## config.mk

```make
export PLATFORM = sky130hd
export DESIGN_NAME = mem_stage_hs
export DESIGN_NICKNAME = d
export VERILOG_FILES = /design/src/rtl/mem_stage_hs_pkg.sv /design/src/rtl/mem_stage_hs_load_align.sv /design/src/rtl/mem_stage_hs.sv
export SDC_FILE = /design/constraint.sdc
export NUM_CORES = 1
export LEC_CHECK = 0
export CORE_UTILIZATION = 27
export DETAILED_ROUTE_END_ITERATION = 10
export SYNTH_ARGS = -nofsm -noshare
export SYNTH_HDL_FRONTEND = slang
export SYNTH_SLANG_ARGS = --single-unit
```

## constraint.sdc

```tcl
create_clock -name clk -period 14 [get_ports clk]
set_input_delay 2.1 -clock clk [delete_from_list [all_inputs] [get_ports clk]]
set_output_delay 2.1 -clock clk [all_outputs]
set_load 0.01 [all_outputs]
```

## src/rtl/mem_stage_hs_pkg.sv

```systemverilog
// Shared types for the handshake MEM stage: load encodings, exception code and the
// EX->MEM / MEM->WB bus layouts (req_sent sits at bit 154 of the EX bus).
package mem_stage_hs_pkg;

  typedef enum logic [2:0] {
    LT_NONE = 3'd0,
    LT_LB   = 3'd1,
    LT_LBU  = 3'd2,
    LT_LH   = 3'd3,
    LT_LHU  = 3'd4,
    LT_LW   = 3'd5,
    LT_LWL  = 3'd6,
    LT_LWR  = 3'd7
  } load_type_t;

  localparam logic [3:0] ADEL_MEM = 4'h4;

  typedef struct packed {
    logic        req_sent;
    load_type_t  load_type;
    logic        res_from_mem;
    logic [31:0] rt_value;
    logic [31:0] vaddr;
    logic        bd;
    logic        eret;
    logic [3:0]  exc_type;
    logic [7:0]  rd_sel;
    logic        res_from_cp0;
    logic        mtc0_we;
    logic        gr_we;
    logic [4:0]  dest;
    logic [31:0] alu_result;
    logic [31:0] pc;
  } es_to_ms_t;

  typedef struct packed {
    logic [31:0] vaddr;
    logic        bd;
    logic        eret;
    logic [3:0]  exc_type;
    logic [7:0]  rd_sel;
    logic        res_from_cp0;
    logic        mtc0_we;
    logic        gr_we;
    logic [4:0]  dest;
    logic [31:0] result;
    logic [31:0] pc;
  } ms_to_ws_t;

  localparam int ES_TO_MS_BUS_WD = $bits(es_to_ms_t);
  localparam int MS_TO_WS_BUS_WD = $bits(ms_to_ws_t);

  // EX never issues a request for these, so MEM must not wait on them.
  function automatic logic misaligned(input load_type_t t, input logic [1:0] a);
    case (t)
      LT_LW:         misaligned = (a != 2'b00);
      LT_LH, LT_LHU: misaligned = a[0];
      default:       misaligned = 1'b0;
    endcase
  endfunction

endpackage

```

## src/rtl/mem_stage_hs_load_align.sv

```systemverilog
// Combinational load alignment: byte/half extension and LWL/LWR merge with rt.
module load_align
  import mem_stage_hs_pkg::*;
#(
  parameter bit LWLR_EN = 1'b1
) (
  input  load_type_t  load_type,
  input  logic [1:0]  addr_low,
  input  logic [31:0] rdata,
  input  logic [31:0] rt,
  output logic [31:0] result
);

  logic [7:0]  sel_byte;
  logic [15:0] sel_half;

  always_comb begin
    sel_byte = rdata[7:0];
    case (addr_low)
      2'd0: sel_byte = rdata[7:0];
      2'd1: sel_byte = rdata[15:8];
      2'd2: sel_byte = rdata[23:16];
      2'd3: sel_byte = rdata[31:24];
    endcase
    sel_half = addr_low[1] ? rdata[31:16] : rdata[15:0];
  end

  always_comb begin
    result = rdata;
    case (load_type)
      LT_LB:  result = {{24{sel_byte[7]}}, sel_byte};
      LT_LBU: result = {24'h0, sel_byte};
      LT_LH:  result = {{16{sel_half[15]}}, sel_half};
      LT_LHU: result = {16'h0, sel_half};
      LT_LWL:
        if (LWLR_EN) begin
          case (addr_low)
            2'd0: result = {rdata[7:0],  rt[23:0]};
            2'd1: result = {rdata[15:0], rt[15:0]};
            2'd2: result = {rdata[23:0], rt[7:0]};
            2'd3: result = rdata;
          endcase
        end
      LT_LWR:
        if (LWLR_EN) begin
          case (addr_low)
            2'd0: result = rdata;
            2'd1: result = {rt[31:24], rdata[31:8]};
            2'd2: result = {rt[31:16], rdata[31:16]};
            2'd3: result = {rt[31:8],  rdata[31:24]};
          endcase
        end
      default: result = rdata;
    endcase
  end

endmodule

```

## src/rtl/mem_stage_hs.sv

```systemverilog
// MEM stage with valid/ok load handshake: holds early data for WB and counts
// responses that belong to flushed loads so they can be swallowed.
module mem_stage_hs
  import mem_stage_hs_pkg::*;
#(
  parameter int DW        = 32,
  parameter int MAX_OUTST = 2,
  parameter bit LWLR_EN   = 1'b1
) (
  input  logic                       clk,
  input  logic                       reset,
  input  logic                       ws_allowin,
  output logic                       ms_allowin,
  input  logic                       es_to_ms_valid,
  input  logic [ES_TO_MS_BUS_WD-1:0] es_to_ms_bus,
  output logic                       ms_to_ws_valid,
  output logic [MS_TO_WS_BUS_WD-1:0] ms_to_ws_bus,
  input  logic                       data_ok,
  input  logic [DW-1:0]              data_rdata,
  input  logic                       es_req_pending,
  input  logic                       ws_ex,
  input  logic                       eret_flush,
  output logic                       out_ms_valid,
  output logic [3:0]                 ms_exc_type,
  output logic                       ms_eret
);

  localparam int CNT_W = $clog2(MAX_OUTST + 1);

  es_to_ms_t       entry;
  ms_to_ws_t       out_bus;
  logic            ms_valid;
  logic            buf_valid;
  logic [DW-1:0]   buf_data;
  logic [CNT_W-1:0] cancel_cnt;
  logic [CNT_W:0]  cnt_next;

  logic flush, cnt_zero, wait_data, owned_ok, discard_ok;
  logic ms_ready_go, buf_write;
  logic [DW-1:0] load_data;
  logic [31:0]   aligned, final_result;

  assign flush       = ws_ex | eret_flush;
  assign cnt_zero    = (cancel_cnt == '0);
  assign wait_data   = ms_valid & entry.req_sent & entry.res_from_mem & ~buf_valid;
  assign owned_ok    = data_ok & cnt_zero;
  assign discard_ok  = data_ok & ~cnt_zero;
  assign ms_ready_go = ~wait_data | owned_ok;
  assign ms_allowin  = ~ms_valid | (ms_ready_go & ws_allowin);
  assign ms_to_ws_valid = ms_valid & ms_ready_go;
  assign buf_write   = wait_data & owned_ok & ~ws_allowin & ~flush;

  always_ff @(posedge clk) begin
    if (es_to_ms_valid && ms_allowin) entry <= es_to_ms_t'(es_to_ms_bus);
  end

  always_ff @(posedge clk) begin
    if (reset)           ms_valid <= 1'b0;
    else if (flush)      ms_valid <= 1'b0;
    else if (ms_allowin) ms_valid <= es_to_ms_valid;
  end

  always_ff @(posedge clk) begin
    if (reset)                                   buf_valid <= 1'b0;
    else if (flush || (ms_to_ws_valid && ws_allowin)) buf_valid <= 1'b0;
    else if (buf_write)                          buf_valid <= 1'b1;
  end

  always_ff @(posedge clk) begin
    if (buf_write) buf_data <= data_rdata;
  end

  // A data_ok taken by MEM in the flush cycle is no longer outstanding, so it
  // must not be counted as a response to swallow.
  always_comb begin
    cnt_next = {1'b0, cancel_cnt};
    if (flush)
      cnt_next = cnt_next + (CNT_W+1)'(wait_data & ~owned_ok) + (CNT_W+1)'(es_req_pending);
    if (discard_ok)
      cnt_next = cnt_next - (CNT_W+1)'(1);
  end

  always_ff @(posedge clk) begin
    if (reset) cancel_cnt <= '0;
    else       cancel_cnt <= cnt_next[CNT_W-1:0];
  end

  always_ff @(posedge clk) begin
    if (!reset) assert (cnt_next <= (CNT_W+1)'(MAX_OUTST));
  end

  assign load_data = buf_valid ? buf_data : data_rdata;

  load_align #(.LWLR_EN(LWLR_EN)) u_align (
    .load_type (entry.load_type),
    .addr_low  (entry.vaddr[1:0]),
    .rdata     (load_data[31:0]),
    .rt        (entry.rt_value),
    .result    (aligned)
  );

  assign final_result = entry.res_from_mem ? aligned : entry.alu_result;

  always_comb begin
    ms_exc_type = entry.exc_type;
    if (entry.exc_type == 4'h0)
      ms_exc_type = misaligned(entry.load_type, entry.vaddr[1:0]) ? ADEL_MEM : 4'h0;
  end

  assign ms_eret      = entry.eret & ms_valid;
  assign out_ms_valid = ms_valid;

  always_comb begin
    out_bus.vaddr        = entry.vaddr;
    out_bus.bd           = entry.bd;
    out_bus.eret         = entry.eret;
    out_bus.exc_type     = ms_exc_type;
    out_bus.rd_sel       = entry.rd_sel;
    out_bus.res_from_cp0 = entry.res_from_cp0;
    out_bus.mtc0_we      = entry.mtc0_we;
    out_bus.gr_we        = entry.gr_we;
    out_bus.dest         = entry.dest;
    out_bus.result       = final_result;
    out_bus.pc           = entry.pc;
  end

  assign ms_to_ws_bus = out_bus;

endmodule

```

## Yosys cells after proc, flatten, opt, wreduce, memory -nomap -nowiden

Index checks and enable logic that the tools add are counted.

- Divide/modulo/power cells: 0
- Mux-type cells: 13
- $lt $le $gt $ge: 0
- Shifts and indexed selects: 0
- Bitwise logic cells: 22
- Reductions and logical operators: 10
- Multiply operators: 0
- Equal/unequal tests: 10
- Add/subtract/negate cells: 3

Operator list:

| kind | number |
|---|---|
| 32-bit one-hot mux with 4 select lines | 2 |
| 32-bit one-hot mux with 6 select lines | 1 |
| 32-bit 2-to-1 mux | 2 |
| 8-bit one-hot mux with 4 select lines | 1 |
| 16-bit 2-to-1 mux | 1 |
| 3-bit equality test, second input constant | 4 |
| 1-bit bitwise AND | 11 |
| 3-bit by 2-bit equality test with 1-bit output, second input constant | 2 |
| 1-bit NOT | 6 |
| 2-bit OR reduction | 3 |
| 2-bit equality test, second input constant | 2 |
| 2-bit logical NOT | 2 |
| 4-bit logical NOT | 1 |
| 2-bit 2-to-1 mux | 2 |
| 4-bit 2-to-1 mux | 1 |
| 3-bit by 1-bit equality test with 1-bit output, second input constant | 1 |
| 3-bit 2-to-1 mux | 1 |
| 1-bit OR | 3 |
| 2-bit by 1-bit adder with 2-bit output | 1 |
| 2-bit adder | 1 |
| 1-bit by 2-bit bitwise AND with 2-bit output | 1 |
| 2-bit by 1-bit equality test with 1-bit output, second input constant | 1 |
| 1-bit logical AND | 2 |
| 1-bit NOT with 2-bit output | 1 |
| 5 further kinds | 5 |

- Memories kept: 0
- Bits of input ports: 195
- Logic and storage cells: 77
- Output and inout bits: 126
- Latch bits: 0
- Memory bits (writable): 0
- ROM bits: 0
- Register bits after elaboration: 191

## Depth between registers and ports, before layout

Gate-level depths: netlist (run 1).

- Depth after elaboration: 9
- Gate-level depth with buffers: 10
- Gate-level depth less buffers: 8

## By module

A second synthesis (run 1) with hierarchy kept.

- Cell total of the unflattened synthesis: 718
- Area, all modules: 9799.4 um2

Modules (own cells, without submodules):

| module | cells each | area an instance (um2) | sequential area each (um2) | times used |
|---|---|---|---|---|
| mem_stage_hs | 392 | 7425.9 | 5695.5 | 1 |
| load_align | 326 | 2373.5 | 0.0 | 1 |

## Least setup slack after synthesis (run 1)

Ideal clock, no wire load.

- Path kind: input to register
- Start: input port data_ok
- End: register entry[118] in the netlist's numbering (enable)
- Library setup time: 0.533 ns
- Stages on the path: 3
- Data arrival time: 6.198 ns
- Data required time: 13.467 ns
- Buffers on the path: 0
- Path slack: 7.270 ns
- Cells stage by stage: a21oi_1 > o21ai_0 > and2_1

- Cells in the longest elaborated chain, start to end: 5

RTL lines:

| element | line | source |
|---|---|---|
| start: declaration | mem_stage_hs.sv:18 | `input logic data_ok,` |
| 1-bit bitwise AND | mem_stage_hs.sv:46 | `assign owned_ok = data_ok & cnt_zero;` |
| 1-bit OR | mem_stage_hs.sv:48 | `assign ms_ready_go = ~wait_data \| owned_ok;` |
| 1-bit bitwise AND | mem_stage_hs.sv:49 | `assign ms_allowin = ~ms_valid \| (ms_ready_go & ws_allowin);` |
| 1-bit OR | mem_stage_hs.sv:49 |  |
| named net ms_allowin | mem_stage_hs.sv:13 | `output logic ms_allowin,` |
| 1-bit logical AND | mem_stage_hs.sv:54 | `if (es_to_ms_valid && ms_allowin) entry <= es_to_ms_t'(es_to_ms_bus);` |
| end signal: assignment | mem_stage_hs.sv:54 |  |
| end: declaration | mem_stage_hs.sv:30 | `es_to_ms_t entry;` |

The timed path passes the listed nets, and every way through them passes these cells.
A chain may end at the register's enable or synchronous reset.

## Worst setup path in the final report (run 1)

- Start: input port data_rdata[31]
- End: output port ms_to_ws_bus[56]

- Cells in the longest elaborated chain, start to end: 4
- Elaborated cells on any way between the ends: 5
- Classes of those cells: mux (5)

RTL lines:

| element | line | source |
|---|---|---|
| start: declaration | mem_stage_hs.sv:19 | `input logic [DW-1:0] data_rdata,` |
| 32-bit 2-to-1 mux * | mem_stage_hs.sv:92 | `assign load_data = buf_valid ? buf_data : data_rdata;` |
| 8-bit one-hot mux with 4 select lines / 16-bit 2-to-1 mux (equally long branches) | mem_stage_hs_load_align.sv:19, mem_stage_hs_load_align.sv:25 |  |
| 32-bit one-hot mux with 6 select lines * | mem_stage_hs_load_align.sv:30 | `case (load_type)` |
| 32-bit 2-to-1 mux * | mem_stage_hs.sv:102 | `assign final_result = entry.res_from_mem ? aligned : entry.alu_result;` |
| end: declaration | mem_stage_hs.sv:17 | `output logic [MS_TO_WS_BUS_WD-1:0] ms_to_ws_bus,` |

Mark *: on every way between the ends. The rest lies on a longest branch, timed or not.

==> impl_metrics.toml, run 1 <==
[floorplanning]
num_rows = 70
die_h_um = 195.1
start_util = 0.2749
ios = 321
chipWidth_um = 195.1
die_area_um2 = 38050
core-area_um2 = 36610

[placement]
portBuffers = 320
gp_congestion = 0.8732
pre_cts_slack_ns = 6.712
dp_hpwl_mm = 25.63

[synth]
synth_warnings = 0
synth.distinct_cells = 57
synth_area_per_cell_um2 = 12.93
async_reset_ff_frac = 0
syn-cell-area_um2 = 10060
postSynthCellCount = 778
synth-main-ff-cell = "edfxtp_1"
synth.top_cell.area_share = 0.5580
ys_seq_elements = 191
synth_area_leaders = "edfxtp_1 56%, buf_4 6.6%, mux4_2 6.3%"
syn_nets = 974
synth_largest_area_cell = "edfxtp_1"
synth_edf_count = 187
ys_seq_area_frac = 0.5660

[cells_and_area]
drive_gt1_frac = 0.1032
layout.nets = 1191
final_common_cell = "clkdlybuf4s50_1"
fillers = 3518
mostFrequentLayoutCells = "320 x clkdlybuf4s50_1, 187 x edfxtp_1, 57 x nor2_1, 52 x mux2i_1, 38 x nand2_1"
syn2layout_area_growth_pct = 36.33

[timing]
drv_slew = 0
fin_crit_sh = 0.5176
hold_viol = 0
worst_pin_slew_ns = 1.075
relSlewSlack = 0.2807
fin_crit_ns = 7.246
skew_ns = 0.01393
rsz0062_at_grt = "false"
finalSetupViolCount = 0
fin_setup_tns_ns = 0
fmax_mhz = 138.0
setup_ws_ns = 6.754

[critical_path]
path_class = "input pin to output port"
path_cells = "clkdlybuf4s50_1 > mux4_2 > mux2_4 > a221o_1 > nor2_4 > a21oi_1 > clkdlybuf4s50_1"
critPathArrivalTime_ns = 5.15
cpPeakStageDelay_ns = 0.59
critPathRequiredTime_ns = 11.90
critPathCaptureType = "output port"
critPathSlowestCell = "mux4_2"
path_max_fanout = 9
startpoint_type = "input pin"
cp_common_cell = "clkdlybuf4s50_1"

[global_routing]
gr-usage-all-layers = 0.1829
grt_max_degree = 74
gr-total-overflow = 0
grt_pass1_wl_mm = 50.23
antenna_found_initial = 5
grt_pass1_vias = 7615

[clocking]
clk-insertion-delay-late_ns = 0.46
cts_tree = "done"
cts.path.max_buffers = 2
root_buffer = "clkbuf_16"
cts-buffers-inserted = 17
post_cts_resize_count = 0
cts_setup_buffers = 0
clkTransAtPathRegs_ns = 0.08
htree_levels = 4
clock_sinks = 191
cts_hold_buffers = 0

[run]
cap_violations = 0

[power_and_ir_drop]
p_per_area_nw_per_um2 = 106.9
ir_drop_v = 0.00008657
leakage_uw = 0.004561

[route]
drt_pass1_iterations = 5
finalWirelength_mm = 34.83
drc_errors = 0
detail_route.vias_per_cell = 5.079
wl_per_cell_um = 23.58
via_count = 7501
first_iter_violations = 535
final_antenna_net_count = 0

[hold_path]
hp-class = "register to register"

[status]
run_status = "finished, final reports clean"
==> sequential cells by signal, indices dropped and copies added, names as in the netlist <==
name	count
buf_data	32
buf_valid	1
cancel_cnt	2
entry	73
ms_to_ws_bus	82
out_ms_valid	1
==> power by group <==
part           switching [uW]  internal [uW]
clock network             256            275
registers                12.4            659
logic                     126            137
total                     394           1070
==> per-stage QoR <==
step	util	hold WS [ns]	cell area, um2	power (uW)	std cells
after floorplan	-	0.4985	10060	812.9	778
after CTS	0.3747	0.5613	13720	1482	1476
final	0.3747	0.5640	13720	1466	1477
after global routing	0.3747	0.5886	13720	1522	1477
after global placement	0.3576	0.5264	13090	945.6	1444
after detailed placement	0.3576	0.5501	13090	948.1	1444
==> worst paths after layout <==
| kind | start | slack, ns | endpoint | cells past startpoint |
|---|---|---|---|---|
| worst min register to register | cancel_cnt[1]$_SDFF_PP0_ | 0.56 | cancel_cnt[1]$_SDFF_PP0_ | 2 |
| worst max-delay path | data_rdata[31] | 6.75 | ms_to_ws_bus[56] | 7 |
| worst min-delay path | cancel_cnt[1]$_SDFF_PP0_ | 0.56 | cancel_cnt[1]$_SDFF_PP0_ | 2 |
| worst max register to register | buf_valid$_SDFFE_PP0P_ | 10.86 | entry[136]$_DFFE_PP_ | 6 |
==> area by class of cell <==
type / instances / area [um2] / area share
sequential: 191 / 5699 / 0.4154
multi-input combinational: 441 / 3472 / 0.2531
timing repair buffer: 331 / 3286 / 0.2395
tap: 468 / 585.6 / 0.04268
clock buffer: 18 / 429.2 / 0.03128
clock inverter: 14 / 196.4 / 0.01432
inverter: 13 / 48.80 / 0.003557
antenna: 1 / 2.502 / 0.0001824
==> metal layers <==
| layer | up-vias | wire [um] | global-route usage |
|---|---|---|---|
| met5 | - | 50 | 0 |
| met4 | 8 | 719 | 0.06095 |
| met3 | 40 | 3385 | 0.06753 |
| met2 | 389 | 16590 | 0.2978 |
| met1 | 3688 | 14090 | 0.2227 |
| li1 | 3376 | - | - |
==> critical path: cells and delay by family <==
family | cells | cell delay, ns
buffers and inverters | 2 | 0.97
AND/OR/NAND/NOR | 1 | 0.44
AO/OA/AOI/OAI | 2 | 0.68
multiplexers | 2 | 0.95
==> cells by family (layout without fill, tap and decap cells) <==
| kind of cell | count (synthesis) | in the layout | synth area share |
|---|---|---|---|
| xor+xnor | 1 | 1 | 0.0008705 |
| fa+ha+maj | 1 | 1 | 0.001989 |
| compound gates | 175 | 175 | 0.1230 |
| other cells | 0 | 1 | 0 |
| mux | 107 | 107 | 0.1450 |
| simple gates | 157 | 157 | 0.07336 |
| buf+inv | 146 | 376 | 0.08989 |
| flops | 191 | 191 | 0.5660 |
==> synthesized netlist by cell type, types with 3 or more instances <==
cell type / number
nor2_1: 57
clkinv_1: 3
inv_1: 10
a21oi_1: 27
a2111oi_0: 6
and2_1: 8
nand2b_1: 8
mux4_2: 28
a31oi_1: 6
mux2_2: 26
and3b_1: 3
dfxtp_1: 4
a222oi_1: 4
a21boi_0: 3
o221ai_1: 4
o211ai_1: 12
nor2b_1: 11
a221o_1: 8
a221oi_1: 11
nand2_1: 38
a22oi_1: 3
a211oi_1: 17
o31ai_1: 3
o22ai_1: 22
mux2i_1: 52
clkbuf_1: 26
nand3_1: 10
buf_2: 15
buf_1: 3
o2bb2ai_1: 7
o21ai_0: 27
nor3_1: 9
buf_4: 88
edfxtp_1: 187
Power figures use the tool's default switching activity.
==> inputs of run 2 (changes only) <==
Clock period 14 ns to 6.7 ns, I/O delays scaled along.
==> run 2 against run 1 <==
Compared with the run above: worst hold slack barely moved; total power grew 100%; global-route usage up 0.23 points; die area is the same; non-clock buffer count up 1.
==> impl_metrics.toml, run 2 (same netlist as run 1, synthesis figures left out) <==
[status]
run_status = "finished, final reports clean"

[placement]
gp_congestion = 0.8559
portBuffers = 320
pre_cts_slack_ns = 1.586
dp_hpwl_mm = 26.05
placed_cells_incl_taps = 1445
postPlaceCellArea_um2 = 13110

[cells_and_area]
finalInstanceArea_um2 = 13680
layout.nets = 1192
drive_gt1_frac = 0.1031
largest_register_ff_count = 82
final_cells = 1479
final_common_cell = "clkdlybuf4s50_1"
mostFrequentLayoutCells = "320 x clkdlybuf4s50_1, 187 x edfxtp_1, 57 x nor2_1, 52 x mux2i_1, 38 x nand2_1"
fillers = 3560
syn2layout_area_growth_pct = 35.89

[hold_path]
whs_path_depth = 2
hp-class = "register to register"

[critical_path]
cp_common_cell = "clkdlybuf4s50_1"
critPathCaptureType = "output port"
reg2reg_depth = 7
cpPeakStageDelay_ns = 0.59
crit_buf_inv = 2
critPathSlowestCell = "mux4_2"
ff2ff_setup_slack_ns = 3.00
crit_start = "data_rdata[31]"
r2r_start = "buf_valid$_SDFFE_PP0P_"
worstReg2RegEnd = "entry[47]$_DFFE_PP_"
path_cells = "clkdlybuf4s50_1 > mux4_2 > mux2_4 > a221o_1 > nor2_4 > a21oi_1 > clkdlybuf4s50_1"
crit_cells = 7
path_class = "input pin to output port"
critPathRequiredTime_ns = 5.69
path_max_fanout = 9
path_delay_family = "buffers and inverters"
critPathArrivalTime_ns = 4.11
crit_end = "ms_to_ws_bus[56]"
startpoint_type = "input pin"

[timing]
hold_viol = 0
worst_pin_slew_ns = 1.017
drv_slew = 0
fin_setup_tns_ns = 0
fin_crit_ns = 5.119
skew_ns = 0.007507
finalSetupViolCount = 0
fin_crit_sh = 0.7640
fmax_mhz = 195.4
setup_ws_ns = 1.581
relSlewSlack = 0.3197
rsz0062_at_grt = "false"

[floorplanning]
ios = 321
chipWidth_um = 195.1
start_util = 0.2749
die_h_um = 195.1
core-area_um2 = 36610
num_rows = 70
die_area_um2 = 38050

[run]
cap_violations = 0

[power_and_ir_drop]
clockPowerShare = 0.339
p_sw_uw = 805.2
leakage_uw = 0.004539
p_per_area_nw_per_um2 = 216.5
comb_power_share = 0.186
ir_drop_v = 0.0002384
seq_power_share = 0.475
internal-power_uw = 2155
swShare = 0.2720

[clocking]
cts-buffers-inserted = 17
clock_sinks = 191
htree_levels = 4
cts_hold_buffers = 0
cts_tree = "done"
post_cts_resize_count = 0
cts.path.max_buffers = 2
cts_setup_buffers = 0
clkTransAtPathRegs_ns = 0.07
clk-insertion-delay-late_ns = 0.47
root_buffer = "clkbuf_16"

[global_routing]
grt_pass1_vias = 7700
grt_pass1_wl_mm = 50.65
gr-usage-all-layers = 0.1851
antenna_found_initial = 6
gr-total-overflow = 0
grt_max_degree = 81

[route]
detail_route.vias_per_cell = 5.053
finalWirelength_mm = 35.03
via_count = 7474
drc_errors = 0
final_antenna_net_count = 0
wl_per_cell_um = 23.69
drt_pass1_iterations = 5
first_iter_violations = 506
[run 2: final cells by class]
type	instances	area [um2]	area share
sequential	191	5699	0.4167
clock buffer	18	429.2	0.03138
multi-input combinational	441	3472	0.2539
inverter	13	48.80	0.003568
antenna	2	5.005	0.0003660
clock inverter	14	130.1	0.009515
timing repair buffer	332	3306	0.2417
tap	468	585.6	0.04282
[run 2: power groups by stage]
stage,logic (uW),registers (uW),clock network (uW)
2_1_floorplan,273,1430,0
3_3_place_gp,547,1430,0
5_1_grt,588,1410,1080
4_1_cts,554,1410,1040
3_5_place_dp,551,1430,0
6_report,549,1410,1000
[run 2: stage by stage]
stage | utilization | power, uW | hold WS [ns]
after global routing | 0.3735 | 3078 | 0.5873
after global placement | 0.3581 | 1980 | 0.5237
after detailed placement | 0.3581 | 1985 | 0.5433
after CTS | 0.3734 | 3003 | 0.5571
after floorplan | - | 1699 | 0.4985
final | 0.3735 | 2960 | 0.5636
[run 2: worst reg2reg max path, stage by stage, from the launching register on]
cell and delay, ns:
dfxtp_4 0.46, buf_4 0.77, inv_1 0.27, nand4_1 0.22, a21oi_1 0.11, o21ai_0 0.31, and2_4 0.44, buf_4 0.65
[run 2: worst min-delay path by stage]
stage | slack [ns] | to | from
3_3_place_gp | 0.52 | cancel_cnt[1]$_SDFF_PP0_ | cancel_cnt[1]$_SDFF_PP0_
6_report | 0.56 | cancel_cnt[1]$_SDFF_PP0_ | cancel_cnt[1]$_SDFF_PP0_
2_1_floorplan | 0.50 | cancel_cnt[1]$_SDFF_PP0_ | cancel_cnt[1]$_SDFF_PP0_
5_1_grt | 0.59 | cancel_cnt[1]$_SDFF_PP0_ | cancel_cnt[1]$_SDFF_PP0_
3_5_place_dp | 0.54 | cancel_cnt[1]$_SDFF_PP0_ | cancel_cnt[1]$_SDFF_PP0_
4_1_cts | 0.56 | cancel_cnt[1]$_SDFF_PP0_ | cancel_cnt[1]$_SDFF_PP0_
[run 2: layer usage]
metal | share of wire | vias up | track usage
met5 | 0.0012 | - | 0
met4 | 0.018 | 6 | 0.06037
met3 | 0.10 | 42 | 0.07789
met2 | 0.48 | 377 | 0.2984
met1 | 0.40 | 3651 | 0.2225
li1 | - | 3398 | -
